<file path="config.mk">
export PLATFORM = sky130hd
export DESIGN_NAME = multicycle_addsub
export DESIGN_NICKNAME = d
export VERILOG_FILES = /design/src/rtl/multicycle_addsub.sv
export SDC_FILE = /design/constraint.sdc
export NUM_CORES = 1
export LEC_CHECK = 0
export BUFFER_PORTS_ARGS = -buffer_cell sky130_fd_sc_hd__buf_2
export CORE_ASPECT_RATIO = 2
export CORE_MARGIN = 5
export CORE_UTILIZATION = 44
export CTS_CLUSTER_SIZE = 40
export DETAILED_ROUTE_END_ITERATION = 8
export PLACE_DENSITY_LB_ADDON = 0.25
export SKIP_CTS_REPAIR_TIMING = 1
export SLEW_MARGIN = 20
export SYNTH_ARGS = -nofsm -noshare
export SYNTH_HDL_FRONTEND = slang
export SYNTH_SLANG_ARGS = --single-unit
export TNS_END_PERCENT = 50
</file>
<file path="constraint.sdc">
create_clock -name clk -period 5.2 [get_ports clk]
set_input_delay 0.78 -clock clk [delete_from_list [all_inputs] [get_ports clk]]
set_output_delay 0.78 -clock clk [all_outputs]
set_load 0.05 [all_outputs]
</file>
<file path="src/rtl/multicycle_addsub.sv">
// Adder-subtractor that processes CHUNK bits per clock with a registered ripple carry; result is valid NCHUNK edges after accept.
// Single operation in flight: in_ready only in IDLE, and the result is held in DONE until out_ready.
module multicycle_addsub #(
  parameter int WIDTH = 32,
  parameter int CHUNK = 8
) (
  input  logic             clk,
  input  logic             rst,
  input  logic             in_valid,
  output logic             in_ready,
  input  logic [WIDTH-1:0] a,
  input  logic [WIDTH-1:0] b,
  input  logic             sub,
  input  logic             sat,
  output logic             out_valid,
  input  logic             out_ready,
  output logic [WIDTH-1:0] result,
  output logic             ovfl,
  output logic             cout,
  output logic             zero
);

  localparam int NCHUNK = WIDTH / CHUNK;
  localparam int CW     = (NCHUNK > 1) ? $clog2(NCHUNK) : 1;

  typedef enum logic [1:0] {IDLE, RUN, DONE} state_e;

  state_e           state_q, state_d;
  logic [CW-1:0]    cnt_q, cnt_d;
  logic             carry_q, carry_d;
  logic [WIDTH-1:0] opa_q, opa_d;
  logic [WIDTH-1:0] opb_q, opb_d;
  logic             sat_q, sat_d;
  logic [WIDTH-1:0] res_q, res_d;
  logic             ovfl_q, ovfl_d;
  logic             cout_q, cout_d;
  logic             zero_q, zero_d;

  logic [CHUNK-1:0] a_sl, b_sl;
  logic [CHUNK:0]   slice_sum;
  logic             msb_cin;
  logic             ovf_w;
  logic [WIDTH-1:0] sat_val;
  logic [WIDTH-1:0] res_w;

  always_comb begin
    state_d = state_q;
    cnt_d   = cnt_q;
    carry_d = carry_q;
    opa_d   = opa_q;
    opb_d   = opb_q;
    sat_d   = sat_q;
    res_d   = res_q;
    ovfl_d  = ovfl_q;
    cout_d  = cout_q;
    zero_d  = zero_q;

    // Operands shift right each RUN cycle, so the active slice is always the low CHUNK bits.
    a_sl      = opa_q[CHUNK-1:0];
    b_sl      = opb_q[CHUNK-1:0];
    slice_sum = {1'b0, a_sl} + {1'b0, b_sl} + {{CHUNK{1'b0}}, carry_q};
    // Carry into the slice MSB recovered from its sum bit; valid for CHUNK=1 as well.
    msb_cin   = a_sl[CHUNK-1] ^ b_sl[CHUNK-1] ^ slice_sum[CHUNK-1];
    ovf_w     = msb_cin ^ slice_sum[CHUNK];
    sat_val   = a_sl[CHUNK-1] ? {1'b1, {(WIDTH-1){1'b0}}} : {1'b0, {(WIDTH-1){1'b1}}};

    res_w = res_q;
    for (int i = 0; i < NCHUNK; i++) begin
      if (cnt_q == CW'(i)) res_w[i*CHUNK +: CHUNK] = slice_sum[CHUNK-1:0];
    end

    case (state_q)
      IDLE: begin
        if (in_valid) begin
          opa_d   = a;
          opb_d   = sub ? ~b : b;
          carry_d = sub;
          sat_d   = sat;
          cnt_d   = '0;
          state_d = RUN;
        end
      end
      RUN: begin
        res_d   = res_w;
        carry_d = slice_sum[CHUNK];
        opa_d   = opa_q >> CHUNK;
        opb_d   = opb_q >> CHUNK;
        cnt_d   = cnt_q + 1'b1;
        if (cnt_q == CW'(NCHUNK - 1)) begin
          state_d = DONE;
          cout_d  = slice_sum[CHUNK];
          ovfl_d  = ovf_w;
          if (sat_q && ovf_w) res_d = sat_val;
          zero_d  = (res_d == '0);
        end
      end
      DONE: begin
        if (out_ready) state_d = IDLE;
      end
      default: state_d = IDLE;
    endcase
  end

  always_ff @(posedge clk) begin
    if (rst) begin
      state_q <= IDLE;
      cnt_q   <= '0;
      carry_q <= 1'b0;
      opa_q   <= '0;
      opb_q   <= '0;
      sat_q   <= 1'b0;
      res_q   <= '0;
      ovfl_q  <= 1'b0;
      cout_q  <= 1'b0;
      zero_q  <= 1'b0;
    end else begin
      state_q <= state_d;
      cnt_q   <= cnt_d;
      carry_q <= carry_d;
      opa_q   <= opa_d;
      opb_q   <= opb_d;
      sat_q   <= sat_d;
      res_q   <= res_d;
      ovfl_q  <= ovfl_d;
      cout_q  <= cout_d;
      zero_q  <= zero_d;
    end
  end

  assign in_ready  = (state_q == IDLE);
  assign out_valid = (state_q == DONE);
  assign result    = res_q;
  assign ovfl      = ovfl_q;
  assign cout      = cout_q;
  assign zero      = zero_q;

endmodule

</file>
==> flow_summary.yaml <==
status:
  status: "finished clean"
placement:
  port_buffers: 106
  place_inst: 857
  dp_hpwl_um: 12100
  placed_cell_area_um2: 5940
  routabilityCongestion: 1.01
synthesis:
  ys_top_cells_by_area: "dfxtp_1 39%, nor2_1 6.6%, a221oi_1 6.0%"
  yosys_warnings: 0
  synth_edf_count: 0
  yosysTopAreaCellShare: 0.391
  synthArstFlopShare: 0
  seq_area_frac_synth: 0.391
  synthFlopType: "dfxtp_1"
  syn_inst: 652
  syn-num-nets: 735
  syn_avg_cell_area_um2: 8.25
  synth_seq_cells: 105
  yosysTopAreaCell: "dfxtp_1"
  synth_cell_types: 60
  synth_area_um2: 5380
critical_path:
  crit_type: "register to register"
  path_cells: "inv_1, fa_1, inv_1, fa_1, a211oi_1, o211ai_1, o21ai_2, xor2_4, nand4_2, o21ai_0, a221oi_1"
  required_ns: 5.40
  cp_max_fo: 19
  start_kind: "register"
  cp_data_arrival_time_ns: 3.46
  slowest_stage: "fa_1"
  max_stage_delay_ns: 0.45
  setup.worst_path.end_class: "register"
  r2r_setup_slack_ns: 1.94
cells_and_area:
  design_area_um2: 6230
  diodes: 0
  fin_cells: 873
  drive_gt1_frac: 0.215
  syn_to_final_growth_pct: 15.9
  finalNetCount: 804
sta:
  maxSlewViolCount: 0
  period_share: 0.626
  hold_viol: 0
  timing.fmax_mhz: 307
  max_slew_margin: 0.392
  rsz0062_at_grt: "false"
  fin_crit_ns: 3.26
  tns_ns: 0
  hold_ws_ns: 0.453
  tightest_slew_ns: 0.913
  setup_viol: 0
  finClkSkew_ns: 0.00849
power:
  power_density_nw_per_um2: 323
  power_mw: 2.01
  ir_drop_mv: 0.176
  power.leakage_nw: 2.56
die:
  num_rows: 57
  initial_utilization: 0.446
  core_um2: 12100
  die_h_um: 166
  die_width_um: 88.2
  die_area_um2: 14700
  ios: 107
cts:
  cts_sinks: 105
  clk_latency_ns: 0.35
  cts_tree: "built"
  clockRootBuffer: "clkbuf_16"
  clkSlewWorstSetupHoldPaths_ns: 0.07
  cts-htree-levels: 3
  cts_made_buffers: 9
  ctsLongestPathBuffers: 2
global_route:
  grt_overflow: 0
  grt_max_degree: 67
  first_global_vias: 5089
  grt.total_usage: 0.224
  grt_first_pass_wirelength_um: 25700
  antenna_found_initial: 0
drt:
  drt-total-wl_um: 16400
  ant_nets: 0
  drt-initial-drc-count: 267
  wl_per_cell_um: 18.8
  vias_per_cell: 5.82
  vias: 5078
  dr.pass1.iters: 5
  drc: 0
flow_run:
  cap_violations: 0
min_path:
  hold_path_class: "register to register"
layout by cell type, fill, tap and decap left out, drive strengths merged, types with 3 or more instances in the layout:
master	netlist	routed
a2111oi	3	3
a211o	5	5
a211oi	8	8
a21oi	37	37
a221oi	42	42
a311oi	24	24
a32o	6	6
and2	4	4
buf	8	112
clkbuf	46	10
clkinv	0	3
dfxtp	105	105
ha	11	11
inv	29	32
nand2	78	78
nand2b	6	6
nand3	21	21
nand4	3	3
nor2	96	96
nor2b	3	3
nor3	4	4
o211ai	9	9
o21ai	31	31
o22ai	7	7
xnor2	29	29
xor2	10	10
worst max-delay path: cells and delay by family, from the launching register on:
kind	cells	cell delay, ns
adder cells (fa/ha/maj)	2	0.66
buffers and inverters	2	0.14
XOR/XNOR	1	0.33
AO/OA/AOI/OAI	5	1.24
flip-flops	1	0.31
AND/OR/NAND/NOR	1	0.42
power breakdown:
part | switching, mW | internal, mW
registers | 0.0415 | 0.858
clock network | 0.327 | 0.349
logic | 0.283 | 0.155
total | 0.652 | 1.36
path summary, 6_finish.rpt:
kind | end | from | depth (start not counted)
setup / recovery | result[6] | carry_q | 11
hold / removal | ovfl | ovfl | 2
setup reg to reg | result[6] | carry_q | 11
hold reg to reg | ovfl | ovfl | 2
sequential cells by signal (all words and copies together), names as in the netlist:
name	flops
ovfl	1
cout	1
result	32
opa_q	32
opb_q	32
state_q	2
cnt_q	2
zero	1
carry_q	1
sat_q	1
cell families (layout without fill, tap and decap cells):
logic type      count (synthesis)  count (layout)  share of synthesized area
xor+xnor                       39              39                     0.0684
fa+ha+maj                      13              13                     0.0330
buf+inv                        83             157                     0.0605
simple gates                  223             223                      0.178
flops                         105             105                      0.391
compound gates                187             187                      0.265
mux                             2               2                    0.00395
Yosys cell counts (7+ instances only):
master    count
o21ai_0      24
dfxtp_1     105
a211oi_1      8
ha_1         11
a311oi_1     24
xnor2_1      28
xor2_1        9
a21oi_1      36
inv_1        29
o22ai_1       7
a221oi_1     37
nand2_1      77
nor2_1       95
nand3_1      21
o211ai_1      9
clkbuf_1     46
routing by layer:
metal / vias up / part of all wire / GRT usage
li1: 2466 / - / -
met1: 2383 / 0.36 / 0.238
met2: 173 / 0.53 / 0.388
met3: 56 / 0.048 / 0.0412
met4: 0 / 0.064 / 0.148
met5: - / 0 / 0
final cells by class:
| type | count | area [um^2] |
|---|---|---|
| inverter | 29 | 109 |
| timing repair buffer | 112 | 578 |
| multi-input combinational | 464 | 2970 |
| fill | 1215 | 5820 |
| clock buffer | 10 | 239 |
| clock inverter | 6 | 57.6 |
| sequential | 105 | 2100 |
| tap | 147 | 184 |
stage by stage:
| step | worst slack (ns) | utilization |
|---|---|---|
| 2_1_floorplan | 2.61 | - |
| 3_3_place_gp | 1.98 | 0.493 |
| 3_5_place_dp | 1.98 | 0.493 |
| 4_1_cts | 1.97 | 0.517 |
| 5_1_grt | 1.70 | 0.517 |
| 6_report | 1.94 | 0.517 |
No activity file was read; power rests on OpenSTA's default activity.
